==> config.mk <==
export PLATFORM = sky130hd
export DESIGN_NAME = mem_responder_flat
export DESIGN_NICKNAME = d
export VERILOG_FILES = /design/src/rtl/mem_responder_if.sv /design/src/rtl/mem_responder.sv /design/src/flat_wrapper.sv
export SDC_FILE = /design/constraint.sdc
export NUM_CORES = 2
export LEC_CHECK = 0
export BUFFER_PORTS_ARGS = -buffer_cell sky130_fd_sc_hd__clkbuf_2
export CORE_MARGIN = 2
export CORE_UTILIZATION = 45
export DETAILED_ROUTE_END_ITERATION = 10
export SYNTH_ARGS = -nofsm -noshare
export SYNTH_HDL_FRONTEND = slang
export SYNTH_SLANG_ARGS = --single-unit
==> constraint.sdc <==
create_clock -name CLK -period 4.7 [get_ports CLK]
set_input_delay 0.235 -clock CLK [delete_from_list [all_inputs] [get_ports CLK]]
set_output_delay 0.235 -clock CLK [all_outputs]
set_load 0.03 [all_outputs]
==> src/rtl/mem_responder_if.sv <==
// Request/response bus between a controller (master) and the memory responder (slave).
interface mem_responder_if;
  logic        REQ;
  logic        WR;
  logic [31:0] ADDR;
  logic [31:0] WDATA;
  logic [31:0] RDATA;
  logic        ACK;
  logic        ERR;
  logic        BUSY;

  modport master (output REQ, WR, ADDR, WDATA, input RDATA, ACK, ERR, BUSY);
  modport slave  (input REQ, WR, ADDR, WDATA, output RDATA, ACK, ERR, BUSY);
endinterface

==> src/rtl/mem_responder.sv <==
// Word-addressed memory that answers one request at a time after a fixed wait,
// flagging misaligned or out-of-range addresses with ERR instead of touching storage.
module mem_responder #(
  parameter int DEPTH   = 64,
  parameter int LATENCY = 2
) (
  input  logic            CLK,
  input  logic            RST,
  mem_responder_if.slave  bus
);
  localparam int AW = $clog2(DEPTH);

  typedef enum logic [1:0] {IDLE, WAIT, RESP} state_t;

  state_t      state_q, state_d;
  logic [2:0]  cnt_q, cnt_d;
  logic        wr_q, wr_d;
  logic [31:0] addr_q, addr_d;
  logic [31:0] wdata_q, wdata_d;
  logic [31:0] rdata_q, rdata_d;
  logic        ack_q, ack_d;
  logic        err_q, err_d;
  logic [31:0] mem_q [DEPTH];

  logic [AW-1:0] idx;
  logic          addr_bad;
  logic          respond;
  logic          mem_we;

  assign idx      = addr_q[AW+1:2];
  assign addr_bad = (addr_q[1:0] != 2'b00) || ((addr_q >> (AW + 2)) != 32'd0);
  assign respond  = (state_q == WAIT) && (cnt_q == 3'd0);
  assign mem_we   = respond && wr_q && !addr_bad;

  always_comb begin
    // NOTE: every output gets a default first so no path leaves a latch behind.
    state_d = state_q;
    cnt_d   = cnt_q;
    wr_d    = wr_q;
    addr_d  = addr_q;
    wdata_d = wdata_q;
    rdata_d = rdata_q;
    ack_d   = 1'b0;
    err_d   = 1'b0;
    case (state_q)
      IDLE: begin
        if (bus.REQ) begin
          state_d = WAIT;
          cnt_d   = 3'(LATENCY - 1);
          wr_d    = bus.WR;
          addr_d  = bus.ADDR;
          wdata_d = bus.WDATA;
        end
      end
      WAIT: begin
        if (respond) begin
          state_d = RESP;
          ack_d   = 1'b1;
          err_d   = addr_bad;
          // A write echoes its own data so a caller never sees the pre-write word.
          if (addr_bad)  rdata_d = 32'd0;
          else if (wr_q) rdata_d = wdata_q;
          else           rdata_d = mem_q[idx];
        end else begin
          cnt_d = cnt_q - 3'd1;
        end
      end
      RESP:    state_d = IDLE;
      default: state_d = IDLE;
    endcase
  end

  // NOTE: sequential state uses non-blocking assignments so all flops update together.
  always_ff @(posedge CLK or negedge RST) begin
    if (!RST) begin
      state_q <= IDLE;
      cnt_q   <= 3'd0;
      wr_q    <= 1'b0;
      addr_q  <= 32'd0;
      wdata_q <= 32'd0;
      rdata_q <= 32'd0;
      ack_q   <= 1'b0;
      err_q   <= 1'b0;
    end else begin
      state_q <= state_d;
      cnt_q   <= cnt_d;
      wr_q    <= wr_d;
      addr_q  <= addr_d;
      wdata_q <= wdata_d;
      rdata_q <= rdata_d;
      ack_q   <= ack_d;
      err_q   <= err_d;
    end
  end

  // NOTE: storage is cleared by reset, so it is built from resettable flops, not a RAM macro.
  always_ff @(posedge CLK or negedge RST) begin
    if (!RST) begin
      for (int i = 0; i < DEPTH; i++) mem_q[i] <= 32'd0;
    end else if (mem_we) begin
      mem_q[idx] <= wdata_q;
    end
  end

  assign bus.RDATA = rdata_q;
  assign bus.ACK   = ack_q;
  assign bus.ERR   = err_q;
  assign bus.BUSY  = (state_q != IDLE);
endmodule
==> src/flat_wrapper.sv <==
// flat-port wrapper written by rule: the top's interface ports become plain ports
module mem_responder_flat 
#(
  parameter int DEPTH   = 64,
  parameter int LATENCY = 2
)
  (CLK, RST, bus_REQ, bus_WR, bus_ADDR, bus_WDATA, bus_RDATA, bus_ACK, bus_ERR, bus_BUSY);
  mem_responder_if bus_i ();
  input  logic CLK;
  input  logic RST;
  input wire logic [$bits(bus_i.REQ)-1:0] bus_REQ;
  input wire logic [$bits(bus_i.WR)-1:0] bus_WR;
  input wire logic [$bits(bus_i.ADDR)-1:0] bus_ADDR;
  input wire logic [$bits(bus_i.WDATA)-1:0] bus_WDATA;
  output wire logic [$bits(bus_i.RDATA)-1:0] bus_RDATA;
  output wire logic [$bits(bus_i.ACK)-1:0] bus_ACK;
  output wire logic [$bits(bus_i.ERR)-1:0] bus_ERR;
  output wire logic [$bits(bus_i.BUSY)-1:0] bus_BUSY;
  assign bus_i.REQ = bus_REQ;
  assign bus_i.WR = bus_WR;
  assign bus_i.ADDR = bus_ADDR;
  assign bus_i.WDATA = bus_WDATA;
  assign bus_RDATA = bus_i.RDATA;
  assign bus_ACK = bus_i.ACK;
  assign bus_ERR = bus_i.ERR;
  assign bus_BUSY = bus_i.BUSY;
  mem_responder #(.DEPTH(DEPTH), .LATENCY(LATENCY)) u_core (.CLK(CLK), .RST(RST), .bus(bus_i));
endmodule
==> flow_summary.yaml <==
placement:
  dpl.hpwl_um: 210500
  dp.cells: 9426
  gp_congestion: 0.8698
  portBuffers: 102
layout:
  multi_input_area_mm2: 0.04042
  fin_cells: 9917
  utilization_pct: 51.34
  drive_above_1_share_pct: 46.78
  nets: 6953
  area_delta_synth_final_pct: 13.49
  seq_area_mm2: 0.05390
  num-fill-cells: 18068
timing:
  finalWorstPathRequiredPeriod_ns: 4.058
  finalHoldViolations: 0
  slew_violations: 0
  worst_pin_slew_ns: 1.287
  finalSetupViolCount: 0
  clock.fmax_ghz: 0.2465
  final.setup.tns_ns: 0
  finClkSkew_ns: 0.07029
  finalCritPeriodShare_pct: 86.33
  holdWs_ns: 0.09223
  rsz0062_at_grt: "false"
  relSlewSlack_pct: 14.19
synth:
  synth_ff_type: "dfrtp_1"
  synth_area_leaders: "dfrtp_1 55%, mux2_2 25%, mux4_2 4.8%"
  seq_area_frac_synth_pct: 55.47
  syn_avg_cell_area_um2: 14.20
  synthDominantCellAreaShare_pct: 55.47
  synth_common_cells: "2,152 x dfrtp_1, 2,143 x mux2_2, 370 x clkbuf_1"
  synth.most_common_cell: "dfrtp_1"
  synthesis.area_mm2: 0.09709
  yosysTopAreaCell: "dfrtp_1"
  ys_warn_count: 0
  synth-seq-cells: 2152
  synth.distinct_cells: 72
  synthArstFlopShare_pct: 100.0
  synth_nets: 6906
  synthCells: 6836
  synth_edf_count: 0
setup_path:
  cp.arrival_ns: 4.83
  crit_path_frequent_cell: "buf_12"
  path_depth: 8
  cpMaxStageDelayCell: "a221oi_1"
  reg2regPathDepth: 8
  r2r-end: "u_core.bus.RDATA[21]"
  worstSetupStartpoint: "u_core.addr_q[3]"
  cp_top_family: "compound AO/OA/AOI/OAI gates"
  endpoint: "u_core.bus.RDATA[21]"
  regToRegSetupSlack_ns: 0.64
  critPathMaxFanout: 48
  critPathCaptureType: "register"
  start_kind: "register"
  cp_cell_sequence: "buf_12 -> buf_12 -> mux4_2 -> nand2_1 -> a21oi_1 -> a221oi_1 -> o2111a_1 -> a22oi_1"
  critPathBufInv: 2
  critPathRequiredTime_ns: 5.47
  crit_type: "register to register"
  r2r-start: "u_core.addr_q[3]"
  max_stage_delay_ns: 1.01
hold_path:
  holdCritPathClass: "input port to asynchronous set/reset pin"
drt:
  wl_per_cell_um: 34.78
  route.detailed.drc: 0
  dr.pass1.iters: 5
  finalWirelength_um: 344900
  ant_nets: 0
  drt-initial-drc-count: 7063
  vias: 64047
  via_per_inst: 6.458
clock_tree:
  hold_buffers: 68
  root_buffer: "clkbuf_16"
  clk_pin_slew_ns: 0.06
  cts_htree_levels: 4
  tritoncts: "done"
  clkSinkCount: 2152
  cts_resized: 0
  clk_latency_ns: 0.91
  postCtsSetupBuffers: 0
  cts_buffer_depth: 3
  cts_buffers: 225
grt:
  antenna_found_initial: 17
  grt_pass1_vias: 64467
  grt_first_pass_wirelength_um: 490800
  grt_overflow_total: 0
  grt_start_max_net_pins: 186
  grt_usage_pct: 31.28
power:
  max-vdd-ir-drop_mv: 0.3552
  leakage_nw: 53.99
  design_power_total_mw: 53.77
  power.density_mw_per_mm2: 488.0
die:
  fp-row-count: 170
  core_mm2: 0.2146
  die_h_um: 468.5
  ios: 103
  start_util_pct: 45.24
  die_x_um: 468.5
  dieArea_mm2: 0.2195
flow_run:
  drv_cap: 0
outcome:
  status: "completed"
power breakdown:
group / internal [mW] / switching, mW
logic: 3.98 / 11.7
clock network: 10.4 / 7.74
registers: 18.9 / 1.05
total: 33.2 / 20.5
worst min path at each step:
| stage | end | from | depth (start not counted) | slack, ns |
|---|---|---|---|---|
| 5_1_grt | u_core.mem_q[440] | RST | 3 | 0.1 |
| 2_1_floorplan | u_core.addr_q[0] | RST | 0 | -0.06 |
| 3_3_place_gp | u_core.mem_q[416] | RST | 1 | 0.24 |
| 6_report | u_core.mem_q[312] | RST | 3 | 0.09 |
| 3_5_place_dp | u_core.mem_q[128] | RST | 1 | 0.25 |
| 4_1_cts | u_core.wdata_q[22] | bus_WDATA[22] | 3 | 0.06 |
layer usage:
layer	share of wire [%]	vias up	GRT usage [%]
met5	0.027	-	0
met2	44	3041	47.03
met3	9.1	738	7.289
met4	4.9	13	13.22
li1	-	25552	-
met1	42	34703	43.56
metrics by stage:
stage,setup slack (ns),instance area (µm²)
CTS,0.9100,110200
detailed placement,0.9321,101900
global placement,0.9233,101900
finish,0.6424,110200
global route,0.8137,110200
floorplan,2.138,97090
cell families after synthesis:
family | count (synthesis) | share of synthesized area, %
multiplexers | 2620 | 32.47
flip-flops | 2152 | 55.47
AO/OA/AOI/OAI | 887 | 6.645
buffers and inverters | 721 | 3.186
AND/OR/NAND/NOR | 454 | 2.202
adder cells (fa/ha/maj) | 2 | 0.02577
sequential cells by signal, summed over array words and instances, names as in the netlist, 2 cells and up:
name,count
u_core.bus.RDATA,32
u_core.wdata_q,32
u_core.state_q,2
u_core.cnt_q,3
u_core.mem_q,2048
u_core.addr_q,32
layout by cell type, fill, tap and decap left out, types with 32 or more instances in the layout:
| cell type | n |
|---|---|
| clkbuf_8 | 76 |
| buf_4 | 300 |
| clkbuf_1 | 61 |
| dfrtp_1 | 2117 |
| o21ai_0 | 127 |
| nand2_1 | 148 |
| a221oi_1 | 230 |
| mux2_1 | 34 |
| a21oi_1 | 97 |
| dlygate4sd3_1 | 67 |
| mux2_2 | 2143 |
| clkbuf_2 | 101 |
| nand2_2 | 64 |
| buf_12 | 61 |
| a22oi_1 | 132 |
| o22ai_1 | 104 |
| nor2_1 | 99 |
| mux2i_1 | 237 |
| mux4_2 | 206 |
| clkinv_2 | 33 |
| dfrtp_2 | 32 |
| clkbuf_16 | 228 |
tightest hold or removal path, cell delays in order:
cell and delay, ns:
dlygate4sd3_1 0.58, buf_12 0.25, buf_12 0.27
layout make-up:
| class | count | area share [%] |
|---|---|---|
| tap | 2838 | 3.223 |
| antenna | 4 | 0.009085 |
| timing repair buffer | 530 | 4.245 |
| multi-input combinational | 3963 | 36.69 |
| inverter | 11 | 0.04656 |
| clock buffer | 365 | 6.336 |
| sequential | 2152 | 48.92 |
| clock inverter | 54 | 0.5292 |
Power figures use the tool's default switching activity.
